===== src/rtl/button_events_pkg.sv =====
// Shared constants for the button event block: event word layout and the
// default debounce interval, also used by the CPU-side register file.
package button_events_pkg;

  localparam int EVT_PRESS_BIT    = 7;
  localparam int EVT_IDX_LSB      = 0;
  localparam int EVT_IDX_W        = 2;
  localparam int DEBOUNCE_DEFAULT = 270000;  // 10 ms at 27 MHz

  function automatic logic [7:0] make_event(input logic press, input logic [EVT_IDX_W-1:0] idx);
    logic [7:0] evt;
    evt = '0;
    evt[EVT_PRESS_BIT] = press;
    evt[EVT_IDX_LSB +: EVT_IDX_W] = idx;
    return evt;
  endfunction

endpackage


===== src/rtl/button_events_debouncer.sv =====
// One push-button: 2-flop synchronizer, inversion to pressed-high, and a
// stable-level counter that toggles the debounced state.
module button_debouncer
  import button_events_pkg::*;
#(
  parameter int DEBOUNCE_CYCLES = DEBOUNCE_DEFAULT
) (
  input  logic clk,
  input  logic rst,
  input  logic btn_raw,
  output logic state,
  output logic toggle
);

  localparam int CW = $clog2(DEBOUNCE_CYCLES + 1);
  localparam logic [CW-1:0] CNT_MAX = CW'(DEBOUNCE_CYCLES - 1);

  logic [1:0]    sync_q, sync_d;
  logic [CW-1:0] cnt_q, cnt_d;
  logic          state_q, state_d;
  logic          synced;

  assign synced = ~sync_q[1];

  always_comb begin
    sync_d  = {sync_q[0], btn_raw};
    cnt_d   = '0;
    state_d = state_q;
    toggle  = 1'b0;
    if (synced != state_q) begin
      if (cnt_q == CNT_MAX) begin
        state_d = ~state_q;
        toggle  = 1'b1;
      end else begin
        cnt_d = cnt_q + CW'(1);
      end
    end
  end

  // Synchronizer resets to the released pin level so no phantom press follows reset.
  always_ff @(posedge clk or negedge rst) begin
    if (!rst) begin
      sync_q  <= 2'b11;
      cnt_q   <= '0;
      state_q <= 1'b0;
    end else begin
      sync_q  <= sync_d;
      cnt_q   <= cnt_d;
      state_q <= state_d;
    end
  end

  assign state = state_q;

endmodule


===== src/rtl/button_events.sv =====
// Debounced push-buttons feeding a small press/release event FIFO with
// sticky overflow and a one-cycle interrupt pulse per accepted event.
module button_events
  import button_events_pkg::*;
#(
  parameter int N_BUTTONS       = 4,
  parameter int DEBOUNCE_CYCLES = DEBOUNCE_DEFAULT,
  parameter int FIFO_DEPTH      = 4
) (
  input  logic                 clk,
  input  logic                 rst,
  input  logic [N_BUTTONS-1:0] btn_raw,
  input  logic                 read_enable,
  input  logic                 interrupt_enable,
  input  logic                 overflow_clear,
  output logic [N_BUTTONS-1:0] state,
  output logic [7:0]           event_data,
  output logic [2:0]           event_count,
  output logic                 empty,
  output logic                 overflow,
  output logic                 interrupt
);

  localparam int AW    = $clog2(FIFO_DEPTH);
  localparam int CNT_W = AW + 1;

  logic [N_BUTTONS-1:0] toggle;
  logic [N_BUTTONS-1:0] pending_q, pending_d;
  logic [N_BUTTONS-1:0] dir_q, dir_d;

  logic [7:0]       mem_q [FIFO_DEPTH];
  logic [AW-1:0]    wr_ptr_q, wr_ptr_d, rd_ptr_q, rd_ptr_d;
  logic [CNT_W-1:0] count_q, count_d;
  logic             overflow_q, overflow_d;
  logic             irq_q, irq_d;

  logic             push_req, push_dir, do_push, drop, pop, full;
  logic [1:0]       push_idx;
  logic [7:0]       push_data;

  for (genvar g = 0; g < N_BUTTONS; g++) begin : g_btn
    button_debouncer #(.DEBOUNCE_CYCLES(DEBOUNCE_CYCLES)) u_deb (
      .clk    (clk),
      .rst    (rst),
      .btn_raw(btn_raw[g]),
      .state  (state[g]),
      .toggle (toggle[g])
    );
  end

  // Arbiter: lowest pending index wins; a toggle this cycle re-arms its flag with the new level.
  always_comb begin
    push_req  = 1'b0;
    push_idx  = '0;
    push_dir  = 1'b0;
    pending_d = pending_q;
    dir_d     = dir_q;
    for (int i = N_BUTTONS - 1; i >= 0; i--) begin
      if (pending_q[i]) begin
        push_req = 1'b1;
        push_idx = 2'(i);
        push_dir = dir_q[i];
      end
    end
    for (int i = 0; i < N_BUTTONS; i++) begin
      if (push_req && (push_idx == 2'(i))) pending_d[i] = 1'b0;
      if (toggle[i]) begin
        pending_d[i] = 1'b1;
        dir_d[i]     = ~state[i];
      end
    end
    push_data = make_event(push_dir, push_idx);
  end

  always_comb begin
    pop      = read_enable && (count_q != '0);
    full     = (count_q == CNT_W'(FIFO_DEPTH));
    do_push  = push_req && (!full || pop);
    drop     = push_req && full && !pop;
    wr_ptr_d = do_push ? wr_ptr_q + AW'(1) : wr_ptr_q;
    rd_ptr_d = pop ? rd_ptr_q + AW'(1) : rd_ptr_q;
    count_d  = count_q;
    if (do_push && !pop)      count_d = count_q + CNT_W'(1);
    else if (pop && !do_push) count_d = count_q - CNT_W'(1);
    overflow_d = overflow_q;
    if (drop)                overflow_d = 1'b1;
    else if (overflow_clear) overflow_d = 1'b0;
    irq_d = do_push && interrupt_enable;
  end

  always_ff @(posedge clk or negedge rst) begin
    if (!rst) begin
      pending_q  <= '0;
      dir_q      <= '0;
      wr_ptr_q   <= '0;
      rd_ptr_q   <= '0;
      count_q    <= '0;
      overflow_q <= 1'b0;
      irq_q      <= 1'b0;
    end else begin
      pending_q  <= pending_d;
      dir_q      <= dir_d;
      wr_ptr_q   <= wr_ptr_d;
      rd_ptr_q   <= rd_ptr_d;
      count_q    <= count_d;
      overflow_q <= overflow_d;
      irq_q      <= irq_d;
    end
  end

  // Storage needs no reset: contents are only visible while count_q is nonzero.
  always_ff @(posedge clk) begin
    if (do_push) mem_q[wr_ptr_q] <= push_data;
  end

  assign event_data  = (count_q == '0) ? 8'h00 : mem_q[rd_ptr_q];
  assign event_count = 3'(count_q);
  assign empty       = (count_q == '0);
  assign overflow    = overflow_q;
  assign interrupt   = irq_q;

endmodule

===== config.mk =====
export PLATFORM = sky130hd
export DESIGN_NAME = button_events
export DESIGN_NICKNAME = d
export VERILOG_FILES = /design/src/rtl/button_events_pkg.sv /design/src/rtl/button_events_debouncer.sv /design/src/rtl/button_events.sv
export SDC_FILE = /design/constraint.sdc
export NUM_CORES = 1
export LEC_CHECK = 0
export ABC_AREA = 0
export CAP_MARGIN = 40
export CORE_MARGIN = 4
export CORE_UTILIZATION = 60
export CTS_BUF_LIST = sky130_fd_sc_hd__clkbuf_8
export DETAILED_ROUTE_END_ITERATION = 12
export PLACE_DENSITY = 0.86
export SYNTH_ARGS = -nofsm -noshare
export SYNTH_HDL_FRONTEND = slang
export SYNTH_SLANG_ARGS = --single-unit

===== constraint.sdc =====
create_clock -name clk -period 2.5 [get_ports clk]
set_clock_uncertainty 0.1 [all_clocks]
set_input_delay 0.375 -clock clk [delete_from_list [all_inputs] [get_ports clk]]
set_output_delay 0.375 -clock clk [all_outputs]
set_load 0.02 [all_outputs]

Word level (Yosys, flattened, before mapping)
Memory sizes are Yosys's and may differ from the RTL's.
Index checks and enable logic that the tools add are counted.
- word-level logic and storage cells: 125
- memories: 1
- RAM bits: 12
- input bits: 9
- bits in registers: 105
- output and inout bits: 18
- $add $sub $neg: 8
- equal/unequal tests: 12
- reduce and logical (&&, ||, !) cells: 28
- bitwise operators: 8
- multiplexer cells: 43
- memories (memory ; depth ; bits a word ; read ports ; clocked after Yosys merged registers in ; wr ports ; line ; text):
    mem_q ; 4 ; 3 ; 1 ; 0 ; 1 ; button_events.sv:31 ; logic [7:0] mem_q [FIFO_DEPTH];
- operators with widths (kind ; count):
    $mux W19 ; 8
    $add A19 B1 Y19 const B ; 4
    $eq A19 B19 Y1 const B ; 4
    $mux W1 ; 28
    $reduce_bool A2 Y1 ; 6
    $logic_and A1 B1 Y1 ; 11
    $mux W2 ; 4
    $mux W8 ; 1
    $not A1 Y1 ; 8
    $reduce_and A2 Y1 ; 4
    $mux W3 ; 2
    $add A2 B1 Y2 const B ; 2
    $eq A2 B2 Y1 const B ; 2
    $ne A1 B1 Y1 ; 4
    $add A3 B1 Y3 const B ; 1
    $eq A3 B3 Y1 const B ; 1
    $logic_not A1 Y1 ; 3
    $logic_not A3 Y1 ; 1
    $reduce_bool A3 Y1 ; 1
    $sub A3 B1 Y3 const B ; 1
    $eq A2 B1 Y1 const B ; 1
    $logic_not A2 Y1 ; 1
    $logic_or A1 B1 Y1 ; 1

Longest topological paths before layout
Gate-level depths: netlist of the first run.
- word-level depth: 9
- depth in mapped cells: 9
- mapped depth without buffers: 8

Modules after synthesis
From an unflattened synthesis of the first run, not the netlist that was laid out.
- cell total of the unflattened synthesis: 543
- area, all modules: 5873.1 um^2
- by module, submodules not included (module ; cells an instance ; area an instance (um^2) ; instances ; seq. area each (um^2)):
    button_debouncer ; 111 ; 1123.6 ; 4 ; 553.0
    button_events ; 99 ; 1378.8 ; 1 ; 785.8

Worst setup path after synthesis of the first run
No wires, ideal clock.
- kind: register to register
- start: reg count_q[0], in the netlist event_count[0]
- end: reg count_q[1], in the netlist event_count[1]
- arrival: 2.010 ns
- cell stages (with the launch flop): 7
- library setup time: 0.125 ns
- required time: 2.275 ns
- buffers on the path: 0
- slack: 0.265 ns
- clock period less this slack: 2.235 ns
- cells stage by stage: dfrtp_1 -> nor4b_1 -> nor2_1 -> ha_1 -> inv_1 -> fa_1 -> mux2_2
- elaborated cells on any way between the ends: 15
- those cells by class: add/sub: 2; eq/ne: 1; mux: 2; reduce/logical: 10
- RTL lines (element ; line ; text):
    start: declaration ; button_events.sv:33 ; logic [CNT_W-1:0] count_q, count_d;
    start signal: assignment ; button_events.sv:105 ; count_q <= count_d;
    $eq A3 B3 Y1 or $reduce_bool A3 Y1 (tied branches) ; button_events.sv:77, button_events.sv:76 ;
    $logic_not A1 Y1 or $logic_and A1 B1 Y1 (tied branches) ; button_events.sv:78, button_events.sv:76 ;
    $logic_or A1 B1 Y1 * ; button_events.sv:78 ; do_push = push_req && (!full || pop);
    $logic_and A1 B1 Y1 * ; button_events.sv:78 ;
    named net do_push ; button_events.sv:37 ; logic push_req, push_dir, do_push, drop, pop, full;
    $logic_and A1 B1 Y1 * ; button_events.sv:83 ; if (do_push && !pop) count_d = count_q + CNT_W'(1);
    $mux W3 * ; button_events.sv:83 ;
    named net count_d[1] ; button_events.sv:33 ;
The timed path passes the listed nets; every way through them passes the cells marked *. The select of a mux whose other input is x is not followed.
A chain may end at the register's enable or synchronous reset.

Worst setup path after layout of the first run
- start: reg pending_q[0]
- end: reg count_q[1], in the netlist event_count[1]
- elaborated cells on any way between the ends: 7
- those cells by class: mux: 2; reduce/logical: 5
- RTL lines (element ; line ; text):
    start: declaration ; button_events.sv:28 ; logic [N_BUTTONS-1:0] pending_q, pending_d;
    start signal: assignment ; button_events.sv:101 ; pending_q <= pending_d;
    $mux W1 ; button_events.sv:59 ; if (pending_q[i]) begin
    $logic_and A1 B1 Y1 ; button_events.sv:78 ;
    named net do_push ; button_events.sv:37 ;
    $logic_and A1 B1 Y1 ; button_events.sv:83 ;
    $mux W3 ; button_events.sv:83 ;
    named net count_d[1] ; button_events.sv:33 ;
The timed path passes the listed nets, and every way through them passes these cells.

==> results.cfg, run 1 <==
[timing]
hold_viol_final = 0
worst_pin_slew_ns = 0.519
setup_violations = 0
slew_viol_final = 0
layout_setup_ws_ns = 0.159
rsz0062_at_grt = no
period_minus_slack_ns = 2.34
fin_tns_setup_ns = 0
fmax_mhz = 427
finalCritPeriodShare = 0.937
slew_headroom = 0.651

[logic_synthesis]
yosysWarnings = 0
synth_top_flop_cell = dfrtp_1
ys_types = 48
synth_area_mm2 = 0.00546
yosysTopAreaCell = dfrtp_1
syn_area_per_cell_um2 = 10.5
synth_cells = 522
synth.area.top_cells = dfrtp_1 (43%), xnor2_1 (6.7%), edfxtp_1 (6.6%)
yosys.area.top_type_share = 0.426
ys_seq_area_frac = 0.531
synth_edf_count = 12
synthArstFlopShare = 0.894
ys_ff_latch = 113

[routing]
dr.first_iter.drc_count = 128
drc_errors = 0
via_per_inst = 5.77
num_vias = 3884
drt_first_pass_iters = 5
wl_mm = 9.73
drtAntennaViolNets = 0
wire_per_inst_um = 14.5

[cells_and_area]
final.fill_count = 624
final_common_cell = dfrtp_1
ff_latch_area_mm2 = 0.00290
areaGrowthSynthToFinish_pct = 12.7
layout_common_cells = dfrtp_1 (92), nor2_1 (73), xnor2_1 (42), nand3_1 (28), nand4_1 (26)
final_nets = 571
drive_gt1_frac = 0.110
multi_input_area_mm2 = 0.00237
antenna_cells = 0

[worst_setup_path]
crit_path_max_fanout = 8
arrival_ns = 2.55
end_kind = flop
start_kind = flop
cp.required_ns = 2.71
path_class = flop to flop

[grt]
grt_usage = 0.201
first_global_vias = 3804
grt_pass1_wl_mm = 16.8
overflow = 0
antenna_found_initial = 0
grt_max_degree = 50

[power_and_ir_drop]
max-vdd-ir-drop_mv = 0.383
p_leak_nw = 2.50
power_per_cell_area_mw_per_mm2 = 657

[hold_path]
hold_class = flop to flop

[cts]
htreeDepth = 4
ctsLongestPathBuffers = 2
cts_made_buffers = 17
clk_pin_slew_ns = 0.07
cts_num_sinks = 113
cts_tree = yes
root_buffer = clkbuf_8
clkLatencyLatePin_ns = 0.42

[placement]
portBuffers = 21
dpl_worst_slack_ns = -0.0750
place_congestion = 0.876
place_hpwl_mm = 6.65

[floorplan]
core-area_mm2 = 0.00881
initial_core_util = 0.620
die_y_um = 103
rows = 34
die_w_um = 103
io_pins = 27
dieArea_mm2 = 0.0107

[status]
status = completed

[run]
drv_cap = 0
per-stage QoR:
| stage | power, mW | hold WS (ns) | area (µm²) | cells | util |
|---|---|---|---|---|---|
| final | 4.04 | 0.256 | 6150 | 673 | 0.699 |
| after global routing | 4.21 | 0.247 | 6150 | 673 | 0.699 |
| after CTS | 4.09 | 0.238 | 6150 | 673 | 0.699 |
| after detailed placement | 2.40 | 0.240 | 5750 | 640 | 0.653 |
| after global placement | 2.38 | 0.236 | 5750 | 640 | 0.653 |
| after floorplan | 2.25 | -0.0206 | 5470 | 526 | - |
sequential cells by signal, indices dropped and copies added, names as in the netlist:
signal	flops
rd_ptr_q	2
wr_ptr_q	2
interrupt	1
dir_q	4
g_btn.u_deb.sync_q	8
pending_q	4
g_btn.u_deb.cnt_q	76
mem_q	12
event_count	3
overflow	1
cell type report:
class | count | area share
Clock buffer | 21 | 0.0470
Clock inverter | 11 | 0.0181
Inverter | 21 | 0.0128
Multi-Input combinational cell | 371 | 0.385
Sequential cell | 113 | 0.471
Tap cell | 108 | 0.0220
Timing Repair Buffer | 28 | 0.0439
power by group:
| group | internal (mW) | switching (mW) |
|---|---|---|
| Combinational | 0.167 | 0.176 |
| Clock | 0.978 | 0.705 |
| Sequential | 1.93 | 0.0913 |
| Total | 3.07 | 0.973 |
worst max-delay path, cell delays in order (launching register included):
cell and delay, ns:
dfrtp_1 0.46, nor4_1 0.53, nor2_1 0.13, ha_1 0.26
inv_1 0.08, fa_1 0.41, mux2_2 0.27
kinds of logic (layout without fill, tap and decap cells):
group                    count (synthesis)  in the layout  share of synthesized area
AO/OA/AOI/OAI                           48             48                     0.0543
AND/OR/NAND/NOR                        238            238                      0.231
flip-flops                             113            113                      0.531
multiplexers                             6              6                     0.0181
XOR/XNOR                                64             64                      0.103
adder cells (fa/ha/maj)                 10             10                     0.0243
buffers and inverters                   42             81                     0.0376
other                                    1              5                   0.000687
worst paths after layout:
kind | start | end | slack (ns) | cells after the start
setup / recovery | pending_q[0]$_DFFE_PN0P_ | event_count[1]$_DFFE_PN0P_ | 0.16 | 6
hold / removal | g_btn[1].u_deb.sync_q[0]$_DFF_PN1_ | g_btn[1].u_deb.sync_q[1]$_DFF_PN1_ | 0.26 | 0
setup reg to reg | pending_q[0]$_DFFE_PN0P_ | event_count[1]$_DFFE_PN0P_ | 0.16 | 6
hold reg to reg | g_btn[1].u_deb.sync_q[0]$_DFF_PN1_ | g_btn[1].u_deb.sync_q[1]$_DFF_PN1_ | 0.26 | 0
max in group asynchronous | rst | rd_ptr_q[0]$_DFFE_PN0N_ | 1.29 | 3
min in group asynchronous | rst | g_btn[1].u_deb.cnt_q[1]$_DFF_PN0_ | 0.34 | 2
metal layers:
layer,vias to the layer above,part of all wire,global-route usage
met1,1876,0.46,0.262
met3,21,0.037,0.0483
li1,1891,-,-
met4,0,0.016,0.0767
met5,-,0,0
met2,96,0.49,0.328
timing repair:
item	in CTS	in global routing
resized for setup	5	0
buffers inserted	0	0
endpoints found under the hold margin	28	0
setup endpoints to repair	4	0
hold buffers	1	0
synthesized netlist by cell type, types with 3 or more instances:
cell type  count
xnor2_1       42
and2_1         9
buf_4         10
nor2_1        73
dfrtp_1       93
or4_1          7
and3_1         7
a21oi_1       17
nor4_1        19
or3_1         11
nand4_2        3
o21ai_0       15
or2_1          3
o31ai_1       10
and4_1         3
inv_1         21
nor3_1        13
nand3_1       28
dfstp_2        8
mux4_2         3
nand2_1       22
nand4_1       26
edfxtp_1      12
ha_1           9
xor2_1        22
clkbuf_1       7
Power figures use the tool's default switching activity.
==> inputs of run 2 (changes only) <==
Settings changed: HOLD_SLACK_MARGIN from default to 0.08.
==> results of run 2 <==
No change in the layout: final DEF, timing and power equal those of run 1.
==> inputs of run 3 (changes only) <==
Settings changed: CORE_UTILIZATION 60 to 56, PLACE_DENSITY 0.86 to 0.84.
Clock period 2.5 ns to 2.1 ns, I/O delays scaled along.
==> run 3 against run 2 <==
Against the previous run:
- clock-buffer cell count down 3
- total power up 25%
- sequential cell count unchanged
- sequential share of layout area down 2.4 points
- final cell count up 7.6%
- first-iteration DRC count up 44%
- clock power up 24%
- critical endpoint is now event_data[1]
- largest power group unchanged
==> results.cfg, run 3 (synthesized netlist as in run 1, its figures left out) <==
[placement]
place_congestion = 0.834
dp_cells = 687
portBuffers = 21
place_hpwl_mm = 7.44

[power_and_ir_drop]
power_per_cell_area_mw_per_mm2 = 779
power_mw = 5.06
p_leak_nw = 2.66
max-vdd-ir-drop_mv = 0.432

[cts]
clkLatencyLatePin_ns = 0.42
htreeDepth = 4
cts_tree = yes
clk_pin_slew_ns = 0.07
ctsLongestPathBuffers = 2
cts_num_sinks = 113
cts_made_buffers = 17
root_buffer = clkbuf_8

[status]
status = completed

[cells_and_area]
largest_reg_flops = 76
antenna_cells = 0
drive_gt1_frac = 0.185
areaGrowthSynthToFinish_pct = 19.0
regMostFlops = g_btn.u_deb.cnt_q
reg.largest.list = g_btn.u_deb.cnt_q: 76 flops, mem_q: 12 flops, g_btn.u_deb.sync_q: 8 flops
final_common_cell = dfrtp_1
layout_common_cells = dfrtp_1 (90), nor2_1 (72), xnor2_1 (42), buf_4 (34), nand3_1 (28)
final_cells = 724
final_nets = 601

[timing]
period_minus_slack_ns = 2.10
slew_headroom = 0.647
worst_pin_slew_ns = 0.524
finalCritPeriodShare = 0.999
fmax_mhz = 477
slew_viol_final = 0
setup_violations = 0
hold_viol_final = 0
rsz0062_at_grt = yes

[worst_setup_path]
arrival_ns = 1.68
path_class = flop to primary output
start_kind = flop
end_kind = primary output
crit_path_max_fanout = 5
cp.required_ns = 1.68

[routing]
via_per_inst = 5.56
dr.first_iter.drc_count = 184
drc_errors = 0
num_vias = 4024
wl_mm = 10.5
drt_first_pass_iters = 5
wire_per_inst_um = 14.5
drtAntennaViolNets = 0

[floorplan]
io_pins = 27
die_w_um = 107
core-area_mm2 = 0.00937
rows = 35
initial_core_util = 0.583
dieArea_mm2 = 0.0114
die_y_um = 107

[grt]
grt_usage = 0.203
first_global_vias = 4084
overflow = 0
antenna_found_initial = 0
grt_pass1_wl_mm = 18.5
grt_max_degree = 64

[run]
drv_cap = 0

[hold_path]
hold_class = primary input to asynchronous set/reset pin
[run 3: final cells by class]
type | instances | area (µm²)
clock buffer | 18 | 248
timing repair buffer | 58 | 515
tap | 129 | 161
clock inverter | 14 | 163
inverter | 21 | 78.8
multi-input combinational | 371 | 2430
fill | 686 | 2870
sequential | 113 | 2900
[run 3: critical path, cell delays in order (launching register included)]
cell     delay [ns]
dfrtp_2        0.42
or3_4          0.43
buf_4          0.15
and2_4         0.14
buf_6          0.12
[run 3: timing repair]
action,CTS,global route
buffers inserted,3,1
resized for setup,13,16
endpoints found under the setup margin,5,5
hold endpoints to repair,95,0
pin swaps,2,7
hold buffers,1,0
[run 3: stage by stage]
step | setup slack [ns] | TNS (ns) | hold slack, ns | area (µm²) | utilization
6_report | 0.00180 | 0 | 0.197 | 6500 | 0.693
4_1_cts | -0.0856 | -0.171 | 0.170 | 6460 | 0.689
3_5_place_dp | -0.224 | -0.403 | 0.105 | 6020 | 0.643
2_1_floorplan | 0.00451 | 0 | -0.0806 | 5520 | -
5_1_grt | -0.0609 | -0.162 | 0.175 | 6500 | 0.693
3_3_place_gp | -0.153 | -0.255 | 0.0964 | 6020 | 0.643
[run 3: power by group]
group	switching, mW	internal [mW]
registers	0.0806	2.30
clock network	0.877	1.20
logic	0.286	0.325
[run 3: final timing paths]
check / from / to / slack [ns] / depth (start not counted)
worst min-delay path: rst / g_btn[1].u_deb.cnt_q[12]$_DFF_PN0_ / 0.20 / 2
max in group asynchronous: rst / g_btn[0].u_deb.sync_q[1]$_DFF_PN1_ / 1.06 / 3
worst min register to register: g_btn[3].u_deb.sync_q[0]$_DFF_PN1_ / g_btn[3].u_deb.sync_q[1]$_DFF_PN1_ / 0.26 / 0
worst max register to register: event_count[0]$_DFFE_PN0P_ / event_count[2]$_DFFE_PN0P_ / 0.06 / 8
min in group clk: btn_raw[3] / g_btn[3].u_deb.sync_q[0]$_DFF_PN1_ / 0.20 / 1
worst max-delay path: event_count[0]$_DFFE_PN0P_ / event_data[1] / 0.002 / 4
[run 3: layer usage]
layer  routed length [µm]  global-route usage  vias to the layer above
met5                    0                   0                        -
met4                  146              0.0740                        0
met3                  500              0.0470                       14
met2                 5320               0.344                       85
met1                 4560               0.255                     1976
li1                     -                   -                     1949
